[src/rtl/event_stream_pkg.sv]
// Shared types and header layout for the event stream receive path.
package event_stream_pkg;

  typedef enum logic [1:0] {
    ST_HDR    = 2'd0,
    ST_DATA   = 2'd1,
    ST_FLUSH  = 2'd2,
    ST_NOTIFY = 2'd3
  } state_t;

  // Header word: seqno[31:16], eventsz[15:12], aux[11:6], eventno[5:0]
  localparam int HDR_SEQ_LSB = 16;
  localparam int HDR_SEQ_W   = 16;
  localparam int HDR_SZ_LSB  = 12;
  localparam int HDR_SZ_W    = 4;
  localparam int HDR_AUX_LSB = 6;
  localparam int HDR_AUX_W   = 6;
  localparam int HDR_EV_LSB  = 0;
  localparam int HDR_EV_W    = 6;

  localparam int REQ_LEN_BITS = 2;

endpackage

[src/rtl/event_stream_parser_sat_cnt16.sv]
// 16-bit event counter that sticks at 0xFFFF instead of wrapping.
module sat_cnt16 (
  input  logic        clk,
  input  logic        rst_n,
  input  logic        inc,
  output logic [15:0] count
);

  always_ff @(posedge clk) begin
    if (!rst_n) begin
      count <= '0;
    end else if (inc && (count != 16'hFFFF)) begin
      count <= count + 16'd1;
    end
  end

endmodule

[src/rtl/event_stream_parser.sv]
// Parses framed event stream into mirror writes plus one notification per
// well-formed frame, with sequence/length/header error counters.
module event_stream_parser
  import event_stream_pkg::*;
#(
  parameter int             EVENT_COUNT_BITS = 4,
  parameter int             ADDR_WIDTH       = 6,
  parameter int             DATA_WIDTH       = 32,
  parameter int             AUX_WIDTH        = 2,
  parameter logic [1023:0]  A_EVENT_ADDRS    = '0
) (
  input  logic                        clk,
  input  logic                        rst_n,
  input  logic [DATA_WIDTH-1:0]       s_evd_data,
  input  logic                        s_evd_last,
  input  logic                        s_evd_valid,
  output logic                        s_evd_ready,
  output logic [ADDR_WIDTH-3:0]       m_wr_addr,
  output logic [DATA_WIDTH-1:0]       m_wr_data,
  output logic                        m_wr_valid,
  input  logic                        m_wr_ready,
  output logic [EVENT_COUNT_BITS-1:0] m_evt_data,
  output logic [AUX_WIDTH-1:0]        m_evt_user,
  output logic [15:0]                 m_evt_seqno,
  output logic                        m_evt_valid,
  input  logic                        m_evt_ready,
  output logic [15:0]                 stat_seq_err,
  output logic [15:0]                 stat_len_err,
  output logic [15:0]                 stat_hdr_err
);

  localparam int WA  = ADDR_WIDTH - 2;
  localparam int NEV = 2 ** EVENT_COUNT_BITS;

  state_t                      state;
  state_t                      state_nxt;
  logic [WA-1:0]               wr_ptr;
  logic [REQ_LEN_BITS-1:0]     rem;
  logic                        sync;
  logic [15:0]                 exp_seq;
  logic [WA-1:0]               base_tbl [NEV];

  logic [HDR_SEQ_W-1:0]        hdr_seq;
  logic [HDR_EV_W-1:0]         hdr_ev;
  logic                        hdr_bad;
  logic                        hdr_beat;
  logic                        data_beat;
  logic                        evt_done;
  logic                        seq_inc;
  logic                        len_inc;
  logic                        hdr_inc;

  for (genvar g = 0; g < NEV; g++) begin : g_base
    assign base_tbl[g] = A_EVENT_ADDRS[32*g +: WA];
  end

  assign hdr_seq   = s_evd_data[HDR_SEQ_LSB +: HDR_SEQ_W];
  assign hdr_ev    = s_evd_data[HDR_EV_LSB +: HDR_EV_W];
  assign hdr_bad   = |(hdr_ev >> EVENT_COUNT_BITS);
  assign hdr_beat  = (state == ST_HDR) && s_evd_valid;
  assign data_beat = (state == ST_DATA) && s_evd_valid && s_evd_ready;
  assign evt_done  = m_evt_valid && m_evt_ready;

  always_ff @(posedge clk) begin
    if (!rst_n) begin
      state <= ST_HDR;
    end else begin
      state <= state_nxt;
    end
  end

  always_comb begin
    state_nxt = state;
    case (state)
      ST_HDR: begin
        if (s_evd_valid) begin
          if (hdr_bad) begin
            state_nxt = s_evd_last ? ST_HDR : ST_FLUSH;
          end else if (!s_evd_last) begin
            state_nxt = ST_DATA;
          end
        end
      end
      ST_DATA: begin
        if (data_beat) begin
          if (s_evd_last) begin
            state_nxt = (rem == '0) ? ST_NOTIFY : ST_HDR;
          end else if (rem == '0) begin
            state_nxt = ST_FLUSH;
          end
        end
      end
      ST_FLUSH: begin
        if (s_evd_valid && s_evd_last) begin
          state_nxt = ST_HDR;
        end
      end
      ST_NOTIFY: begin
        if (evt_done) begin
          state_nxt = ST_HDR;
        end
      end
      default: state_nxt = ST_HDR;
    endcase
  end

  // The notification waits for the final mirror write to drain.
  always_comb begin
    s_evd_ready = 1'b0;
    m_evt_valid = 1'b0;
    case (state)
      ST_HDR, ST_FLUSH: s_evd_ready = 1'b1;
      ST_DATA:          s_evd_ready = ~m_wr_valid | m_wr_ready;
      ST_NOTIFY:        m_evt_valid = ~m_wr_valid;
      default:          s_evd_ready = 1'b0;
    endcase
  end

  // wr_ptr runs ahead of m_wr_addr so a new header never disturbs a pending write.
  always_ff @(posedge clk) begin
    if (!rst_n) begin
      m_evt_data  <= '0;
      m_evt_user  <= '0;
      m_evt_seqno <= '0;
      wr_ptr      <= '0;
      rem         <= '0;
      sync        <= 1'b0;
      exp_seq     <= '0;
    end else if (hdr_beat) begin
      m_evt_data  <= hdr_ev[EVENT_COUNT_BITS-1:0];
      m_evt_user  <= s_evd_data[HDR_AUX_LSB +: AUX_WIDTH];
      m_evt_seqno <= hdr_seq;
      wr_ptr      <= base_tbl[hdr_ev[EVENT_COUNT_BITS-1:0]];
      rem         <= s_evd_data[HDR_SZ_LSB +: REQ_LEN_BITS];
      sync        <= 1'b1;
      exp_seq     <= hdr_seq + 16'd1;
    end else if (data_beat) begin
      wr_ptr      <= wr_ptr + WA'(1);
      rem         <= rem - REQ_LEN_BITS'(1);
    end
  end

  always_ff @(posedge clk) begin
    if (!rst_n) begin
      m_wr_valid <= 1'b0;
      m_wr_addr  <= '0;
      m_wr_data  <= '0;
    end else if (data_beat) begin
      m_wr_valid <= 1'b1;
      m_wr_addr  <= wr_ptr;
      m_wr_data  <= s_evd_data;
    end else if (m_wr_ready) begin
      m_wr_valid <= 1'b0;
    end
  end

  assign seq_inc = hdr_beat && sync && (hdr_seq != exp_seq);
  assign hdr_inc = hdr_beat && hdr_bad;
  assign len_inc = (hdr_beat && !hdr_bad && s_evd_last) ||
                   (data_beat && (rem != '0) && s_evd_last) ||
                   (data_beat && (rem == '0) && !s_evd_last);

  sat_cnt16 u_seq_cnt (.clk(clk), .rst_n(rst_n), .inc(seq_inc), .count(stat_seq_err));
  sat_cnt16 u_len_cnt (.clk(clk), .rst_n(rst_n), .inc(len_inc), .count(stat_len_err));
  sat_cnt16 u_hdr_cnt (.clk(clk), .rst_n(rst_n), .inc(hdr_inc), .count(stat_hdr_err));

endmodule

[config.mk]
export PLATFORM = sky130hd
export DESIGN_NAME = event_stream_parser
export DESIGN_NICKNAME = d
export VERILOG_FILES = /design/src/rtl/event_stream_pkg.sv /design/src/rtl/event_stream_parser_sat_cnt16.sv /design/src/rtl/event_stream_parser.sv
export SDC_FILE = /design/constraint.sdc
export NUM_CORES = 1
export LEC_CHECK = 0
export CAP_MARGIN = 40
export CORE_MARGIN = 3
export CORE_UTILIZATION = 35
export DETAILED_ROUTE_END_ITERATION = 6
export SETUP_SLACK_MARGIN = 0.5
export SLEW_MARGIN = 0
export SYNTH_ARGS = -nofsm -noshare
export SYNTH_HDL_FRONTEND = slang
export SYNTH_HIERARCHICAL = 1
export SYNTH_SLANG_ARGS = --single-unit
[constraint.sdc]
create_clock -name clk -period 3.2 [get_ports clk]
set_input_delay 0.64 -clock clk [delete_from_list [all_inputs] [get_ports clk]]
set_output_delay 0.64 -clock clk [all_outputs]
set_load 0.01 [all_outputs]
==> results.json, run 1 <==
{
  "yosys.area.top_type": "dfxtp_1",
  "drv_cap": 0,
  "final.setup.tns_ps": 0,
  "crit_buf_inv": 4,
  "clockBufferDepth": 2,
  "floorplan.die_area_mm2": 0.0193,
  "hold_class": "reg -> reg",
  "initial_core_util_pct": 36.4,
  "path_class": "in -> out",
  "period_needed_ps": 2530,
  "syn-num-nets": 788,
  "drc_errors": 0,
  "n_antenna_cell": 0,
  "netlist_instances": 744,
  "viasPerCell": 5.06,
  "worstSkewPairLatency_ps": 420,
  "numPortBuffers": 146,
  "numCtsBuffers": 17,
  "slowest_delay_ps": 460,
  "status": "complete, no violations",
  "cts.sinks": 132,
  "async_flop_share_pct": 0,
  "yosys.area.top_type_share_pct": 42.8,
  "place.gp.congestion": 0.823,
  "critPathRequiredTime_ps": 2560,
  "synth_commonest_cells": "nand2_1 (158), dfxtp_1 (132), a21oi_1 (101)",
  "finalHoldViolCount": 0,
  "nets": 938,
  "rsz0062_at_grt": "no",
  "antenna_found_initial": 0,
  "crit_family": "buffers and inverters",
  "crit_slowest_cell": "clkdlybuf4s50_1",
  "yosys_warnings": 6,
  "die_w_um": 139,
  "rr_startpoint": "state[0]",
  "grt_pass1_wl_um": 27900,
  "grt_max_degree": 48,
  "grt_use_total_pct": 17.4,
  "ys_seq_area_share_pct": 42.8,
  "cts_root_buf": "clkbuf_16",
  "final_util_pct": 50.3,
  "relSlewSlack_pct": 50.5,
  "wl_per_cell_um": 15.0,
  "synth_seq_cells": 132,
  "synth_cell_types": 48,
  "min_to": "m_evt_seqno[0]",
  "netlist_top_cells_area": "dfxtp_1 (43%), nand2_1 (9.6%), a21oi_1 (8.2%)",
  "syn_area_mm2": 0.00617,
  "max_freq_ghz": 0.396,
  "rr_worst_depth": 7,
  "ios": 147,
  "core_mm2": 0.0169,
  "synth-main-ff-cell": "dfxtp_1",
  "peakVddDrop_mv": 0.392,
  "r2r_end": "u_len_cnt/count[6]",
  "rows": 47,
  "worstPathCellList": "clkdlybuf4s50_1 -> nand2b_1 -> buf_4 -> inv_1 -> o21ai_0 -> dlygate4sd2_1",
  "worst_pin_slew_ps": 736,
  "preCtsSetupSlack_ps": 188,
  "avgSynthCellArea_um2": 8.29,
  "finalCritPeriodShare_pct": 79.0,
  "finalMaxSlewViolations": 0,
  "grt-ovfl-total": 0,
  "r2r_slack_ps": 970,
  "ctsHtreeMaxLevel": 4,
  "die_h_um": 139,
  "yosysMostFrequentCell": "nand2_1",
  "critPathMaxFanout": 6,
  "drive_above_1_share_pct": 9.16,
  "dp_hpwl_um": 11800,
  "routed_wl_um": 16900,
  "num_vias": 5698,
  "setup.worst_path.start_class": "primary input",
  "hold_start": "m_evt_seqno[0]",
  "grt_pass1_vias": 5336,
  "setup_ws_ps": 673,
  "synthToLayoutAreaGrowth_pct": 38.1,
  "hold_depth": 2,
  "ant_nets": 0,
  "endpoint_kind": "output port",
  "post_cts_buffers": 0,
  "first_pass_iters": 4,
  "whs_ps": 451,
  "cp.arrival_ps": 1890,
  "pwr_density_cell_mw_per_mm2": 482,
  "leakage_nw": 2.93,
  "cts.clk_slew.worst_paths_ps": 50,
  "drt_first_iter_violations": 328,
  "cts_tree": "yes",
  "synth_edf_count": 0,
  "setup_viol": 0,
  "finClkSkew_ps": 10.7
}
kinds of logic after synthesis:
logic type	after synthesis	synth area share [%]
buf+inv	64	5.11
mux	9	1.46
fa+ha+maj	6	1.22
xor+xnor	40	5.68
compound gates	165	15.2
simple gates	328	28.5
flops	132	42.8
state kept, by name, summed over array words and instances (netlist names), 4 cells and up:
| register | cells |
|---|---|
| u_hdr_cnt/count | 16 |
| m_wr_addr | 4 |
| m_evt_seqno | 16 |
| m_evt_data | 4 |
| u_seq_cnt/count | 16 |
| u_len_cnt/count | 16 |
| m_wr_data | 32 |
| wr_ptr | 4 |
| exp_seq | 16 |
worst max path at each step:
| stage | startpoint | end | slack (ps) | cells past startpoint |
|---|---|---|---|---|
| 2_1_floorplan | m_wr_ready | u_len_cnt/count[7] | 850 | 8 |
| 3_3_place_gp | s_evd_data[28] | u_seq_cnt/count[6] | 200 | 9 |
| 3_5_place_dp | s_evd_valid | u_len_cnt/count[9] | 190 | 8 |
| 4_1_cts | s_evd_valid | u_len_cnt/count[9] | 620 | 8 |
| 5_1_grt | s_evd_valid | u_seq_cnt/count[9] | 500 | 7 |
| 6_report | m_wr_ready | s_evd_ready | 670 | 6 |
through the flow:
stage / power [mW] / std cells / area (um2)
2_1_floorplan: 2.01 / 744 / 6170
3_3_place_gp: 2.20 / 1095 / 7930
3_5_place_dp: 2.20 / 1095 / 7930
4_1_cts: 4.17 / 1126 / 8510
5_1_grt: 4.29 / 1126 / 8520
6_report: 4.11 / 1126 / 8520
placed cells by master (no fill, tap or decap), drive strengths merged, types with 12 or more instances in the layout:
cell,instances
nand2,158
clkdlybuf4s50,145
dfxtp,132
a21oi,101
buf,31
nor2,29
nand3,27
o21ai,27
xor2,24
clkbuf,23
nor4,20
inv,18
nand4,17
xnor2,16
o31ai,16
or4,15
nor3,12
worst min-delay path: stages (launching register included):
cell,delay [ps]
dfxtp_1,300
nand2_1,50
a21oi_1,50
per-layer routing:
| metal | part of all wire (%) | vias up | global-route usage (%) |
|---|---|---|---|
| met3 | 6.5 | 13 | 5.79 |
| met4 | 1.1 | 0 | 5.25 |
| met2 | 43 | 136 | 26.0 |
| li1 | - | 2938 | - |
| met1 | 49 | 2611 | 23.9 |
| met5 | 0 | - | 0 |
layout make-up:
| cell class | count | area, um2 |
|---|---|---|
| multi-input combinational | 548 | 3230 |
| timing repair buffer | 177 | 1720 |
| tap | 220 | 275 |
| sequential | 132 | 2640 |
| inverter | 18 | 67.6 |
| clock inverter | 8 | 100 |
| fill | 1676 | 8410 |
| clock buffer | 23 | 488 |
power breakdown:
part	switching (mW)	internal, mW
Combinational	0.224	0.199
Clock	0.716	1.22
Sequential	0.0420	1.70
Total	0.983	3.13
timing repair:
action	4_1_cts	5_1_grt
gates resized for setup	1	3
hold buffers	0	0
gates cloned	0	0
setup endpoints to repair	1	9
hold endpoints to repair	0	0
(Power assumes the default switching activity.)
==> inputs of run 2 (changes only) <==
clock period = 2.3 ns   (was 3.2 ns; I/O delays follow)
==> run 2 against run 1 <==
Global-route usage is 0.60 points higher. Total power is 46% higher. Critical path depth is 2 higher. Sequential share of layout area is 2.2 points lower. Design area is 10% higher. Flip-flop and latch count stayed put. Non-clock buffer count is 40 higher. Final cell count is 3.8% higher.
==> results.json, run 2 (synthesis results as in run 1) <==
{
  "viasPerCell": 5.05,
  "rows": 47,
  "drv_cap": 0,
  "cts_root_buf": "clkbuf_16",
  "placed_area_mm2": 0.00824,
  "die_h_um": 139,
  "gr-usage-met2_pct": 28.8,
  "path_class": "reg -> reg",
  "finClkSkew_ps": 8.29,
  "finalHoldViolCount": 0,
  "die_w_um": 139,
  "dp_hpwl_um": 11900,
  "largest-register": "m_wr_data",
  "period_needed_ps": 1950,
  "grt_pass1_wl_um": 29200,
  "drc_errors": 0,
  "status": "complete, no violations",
  "nets": 979,
  "ios": 147,
  "setup.worst_path.start_class": "register",
  "preCtsSetupSlack_ps": -335,
  "numCtsBuffers": 17,
  "drive_above_1_share_pct": 24.7,
  "use_met3_pct": 6.62,
  "grt_use_total_pct": 18.0,
  "largest_register_ff_count": 32,
  "routed_wl_um": 17700,
  "setup_viol": 0,
  "num_vias": 5905,
  "hold_class": "reg -> reg",
  "crit_slowest_cell": "nor4_2",
  "cts.clk_slew.worst_paths_ps": 60,
  "critPathRequiredTime_ps": 2580,
  "floorplan.die_area_mm2": 0.0193,
  "place.gp.congestion": 0.752,
  "critPathMaxFanout": 6,
  "numPortBuffers": 146,
  "whs_ps": 450,
  "initial_core_util_pct": 36.4,
  "relSlewSlack_pct": 65.6,
  "worstSkewPairLatency_ps": 410,
  "mostFrequentLayoutCells": "nand2_1 (152), a21oi_1 (96), dfxtp_1 (89)",
  "cp.arrival_ps": 2230,
  "r2r_end": "u_seq_cnt/count[14]",
  "register_area_mm2": 0.00270,
  "rr_worst_depth": 8,
  "antenna_found_initial": 2,
  "slowest_delay_ps": 350,
  "pwr_density_cell_mw_per_mm2": 640,
  "endpoint_kind": "register",
  "met1_usage_pct": 23.2,
  "layout_commonest_cell": "nand2_1",
  "ctsHtreeMaxLevel": 4,
  "cts.sinks": 132,
  "finalMaxSlewViolations": 0,
  "max_freq_ghz": 0.513,
  "hold_depth": 2,
  "final_util_pct": 55.5,
  "grt-ovfl-total": 0,
  "wl_per_cell_um": 15.2,
  "drt_first_iter_violations": 324,
  "worstPathCellList": "xor2_2 -> nor4_2 -> nand4_1 -> and3_4 -> and4_4 -> nand2_2 -> o21ai_1 -> nor3b_2",
  "finalCritPeriodShare_pct": 84.7,
  "first_pass_iters": 4,
  "peakVddDrop_mv": 0.495,
  "finish.instance_area_mm2": 0.00940,
  "rsz0062_at_grt": "yes",
  "min_to": "m_wr_data[12]",
  "multi_input_area_mm2": 0.00367,
  "hold_start": "m_wr_data[12]",
  "grt_pass1_vias": 5714,
  "rr_startpoint": "exp_seq[13]",
  "worst_pin_slew_ps": 516,
  "synthToLayoutAreaGrowth_pct": 52.3,
  "grt-busiest-layer": "met2",
  "ant_nets": 0,
  "core_mm2": 0.0169,
  "r2r_slack_ps": 350,
  "clockBufferDepth": 2,
  "setup_ws_ps": 351,
  "cts_tree": "yes",
  "leakage_nw": 4.09,
  "grt_max_degree": 51,
  "fillers": 1584
}
run 2: power breakdown:
part	total, mW	internal, mW	switching [mW]
sequential	2.43	2.37	0.0566
combinational	0.657	0.312	0.345
clock	2.93	1.91	1.03
run 2: layer usage:
metal,share of wire (%),vias up,routed length (um)
li1,-,3012,-
met1,46,2757,8100
met2,47,127,8300
met3,6.9,7,1220
met4,0.61,2,109
met5,0.039,-,7
run 2: what timing repair did:
action | 4_1_cts | 5_1_grt
gates cloned | 0 | 1
pin swaps | 37 | 35
gates resized for setup | 148 | 82
hold buffers | 0 | 0
setup buffers | 7 | 10
setup endpoints to repair | 103 | 71
run 2: critical path, delay by kind of cell (launching register included):
kind	cells	cell delay, ps
compound gates	1	60
xor+xnor	1	170
flops	1	340
simple gates	6	1250
run 2: per-stage QoR:
step           power, mW  TNS (ps)  cells
2_1_floorplan       2.81         0    744
3_3_place_gp        3.10     -8130   1118
3_5_place_dp        3.10     -9040   1118
4_1_cts             6.08         0   1157
5_1_grt             6.28         0   1169
6_report            6.02         0   1169
run 2: cell type report:
cell class	count	share of cell area (%)
Multi-Input combinational cell	549	39.0
Sequential cell	132	28.8
Timing Repair Buffer	217	21.6
Clock buffer	21	5.01
Tap cell	220	2.93
Clock inverter	11	1.85
Inverter	18	0.772
Antenna cell	1	0.0266
run 2: worst max-delay path by stage:
stage,start,end,slack (ps),cells past startpoint
2_1_floorplan,s_evd_valid,u_len_cnt/count[6],250,9
4_1_cts,m_wr_ready,u_len_cnt/count[6],370,9
6_report,exp_seq[13],u_seq_cnt/count[14],350,8
3_5_place_dp,s_evd_data[29],u_seq_cnt/count[14],-340,9
3_3_place_gp,s_evd_data[29],u_seq_cnt/count[8],-320,9
5_1_grt,exp_seq[10],u_seq_cnt/count[4],200,8
==> inputs of run 3 (changes only) <==
clock period = 1.6 ns   (was 2.3 ns; I/O delays follow)
==> run 3 against run 2 <==
The run now ends with negative setup slack left. Via count is 18% higher. Worst hold slack worse by 85 ps. Wire length is 35% higher.
==> results.json, run 3 (synthesis results as in run 1) <==
{
  "status": "finished, violations left",
  "violations": "negative setup slack",
  "dp_hpwl_um": 13400,
  "grt_max_degree": 20,
  "clock_power_share_pct": 43.9,
  "n_antenna_cell": 0,
  "cts_root_buf": "clkbuf_16",
  "max_freq_ghz": 0.495,
  "numPortBuffers": 146,
  "pwr_density_cell_mw_per_mm2": 748,
  "synthToLayoutAreaGrowth_pct": 99.2,
  "leakage_nw": 4.99,
  "viasPerCell": 5.35,
  "endpoint_kind": "register",
  "ctsHtreeMaxLevel": 4,
  "grt_use_total_pct": 22.3,
  "crit_slowest_cell": "or4_4",
  "drc_errors": 0,
  "cts_tree": "yes",
  "cts.sinks": 132,
  "final_cells": 1300,
  "final_util_pct": 72.6,
  "worstSkewPairLatency_ps": 420,
  "grt_pass1_vias": 6904,
  "critPathRequiredTime_ps": 1940,
  "cp.arrival_ps": 2360,
  "finalHoldViolCount": 0,
  "hold_depth": 4,
  "largest-register": "m_wr_data",
  "critPathMaxFanout": 5,
  "peakVddDrop_mv": 0.793,
  "mostFrequentLayoutCells": "buf_6 (168), nand2_1 (103), buf_4 (97)",
  "hold_class": "in -> reg",
  "finalMaxSlewViolations": 0,
  "ios": 147,
  "finalCritPeriodShare_pct": 126,
  "die_h_um": 139,
  "placed_area_mm2": 0.00889,
  "place_inst": 1162,
  "worst_pin_slew_ps": 569,
  "initial_core_util_pct": 36.4,
  "drv_cap": 0,
  "worstPathCellList": "nor2b_4 -> buf_6 -> nand3_4 -> nor3b_2 -> a21o_4 -> buf_12 -> nand2_8 -> or4_4 -> a21oi_2",
  "p_comb_share_pct": 18.2,
  "cts_hold_buf": 0,
  "crit_family": "simple AND/OR/NAND/NOR gates",
  "cts.clk_slew.worst_paths_ps": 60,
  "setup_viol": 128,
  "setup.worst_path.start_class": "register",
  "antenna_found_initial": 0,
  "slowest_delay_ps": 550,
  "whs_ps": 365,
  "die_w_um": 139,
  "setup_ws_ps": -419,
  "r2r_slack_ps": -420,
  "floorplan.die_area_mm2": 0.0193,
  "place.gp.congestion": 0.861,
  "p_sw_share_pct": 26.2,
  "nets": 1111,
  "grt_pass1_wl_um": 35400,
  "rsz0062_at_grt": "yes",
  "rr_startpoint": "state[1]",
  "seq_power_share_pct": 37.9,
  "routed_wl_um": 24000,
  "period_needed_ps": 2020,
  "core_mm2": 0.0169,
  "rows": 47,
  "drive_above_1_share_pct": 64.6,
  "first_pass_iters": 4,
  "path_class": "reg -> reg",
  "crit_buf_inv": 2,
  "num_vias": 6959,
  "finClkSkew_ps": 15.0,
  "finish.instance_area_mm2": 0.0123,
  "min_to": "m_wr_data[31]",
  "largest_register_ff_count": 32,
  "wl_per_cell_um": 18.5,
  "clockBufferDepth": 2,
  "p_sw_mw": 2.41,
  "grt-ovfl-total": 0,
  "numCtsBuffers": 17,
  "ant_nets": 0,
  "layout_commonest_cell": "buf_6",
  "relSlewSlack_pct": 62.0,
  "rr_worst_depth": 9,
  "drt_first_iter_violations": 356,
  "final.setup.tns_ps": -23750,
  "r2r_end": "u_len_cnt/count[9]",
  "hold_start": "s_evd_data[31]",
  "internal_power_mw": 6.79
}
-- run 3: cell types whose count changed in the layout (fill, tap and decap cells not counted), sizes merged, moves of 2 or more --
cell,delta
dlymetal6s2s,-27
bufbuf,+2
clkbuf,+6
clkinv,+2
dlygate4sd2,-57
clkdlybuf4s50,-22
bufinv,-2
buf,+231
-- run 3: how the worst max path moves through the flow --
| stage | from | end | slack (ps) | cells past startpoint |
|---|---|---|---|---|
| 6_report | state[1] | u_len_cnt/count[9] | -420 | 9 |
| 5_1_grt | state[1] | u_len_cnt/count[9] | -460 | 9 |
| 4_1_cts | exp_seq[5] | u_seq_cnt/count[6] | -330 | 8 |
| 3_5_place_dp | s_evd_valid | u_len_cnt/count[7] | -940 | 8 |
| 3_3_place_gp | s_evd_valid | u_len_cnt/count[6] | -840 | 10 |
| 2_1_floorplan | state[1] | u_len_cnt/count[6] | -330 | 9 |
-- run 3: area by class of cell --
cell class,instances,area (um2)
repair buffers,349,3960
flip-flops and latches,132,2880
fillers,1183,4640
clock inverters,10,120
multi-input cells,549,4490
clock buffers,22,495
well taps,220,275
inverters,18,75.1
-- run 3: routing by layer --
metal | part of all wire (%) | GRT usage (%) | vias up
met5 | 0 | 0 | -
met4 | 2.2 | 7.36 | 0
met3 | 5.1 | 5.55 | 36
met2 | 52 | 38.6 | 188
met1 | 41 | 27.1 | 3444
li1 | - | - | 3291
-- run 3: stage by stage --
stage / power, mW / worst slack, ps
finish: 9.20 / -419
global route: 9.51 / -463
CTS: 8.95 / -326
detailed placement: 4.54 / -939
global placement: 4.52 / -844
floorplan: 4.08 / -327
-- run 3: worst min-delay path: stages --
cell and delay [ps]:
dlymetal6s2s_1 150, buf_4 160, nand2_2 60, a21oi_2 50
-- run 3: timing repair --
item	4_1_cts	5_1_grt
gates resized for setup	825	192
setup buffers	55	35
pin swaps	77	87
setup endpoints to repair	240	241
cloned	11	5
-- run 3: power by group through the flow --
stage | clock (mW) | combinational, mW | sequential, mW
after floorplan | 0 | 0.502 | 3.58
after global placement | 0 | 0.962 | 3.56
after detailed placement | 0 | 0.981 | 3.56
after CTS | 4.08 | 1.39 | 3.48
after global routing | 4.25 | 1.76 | 3.50
final | 4.04 | 1.67 | 3.49
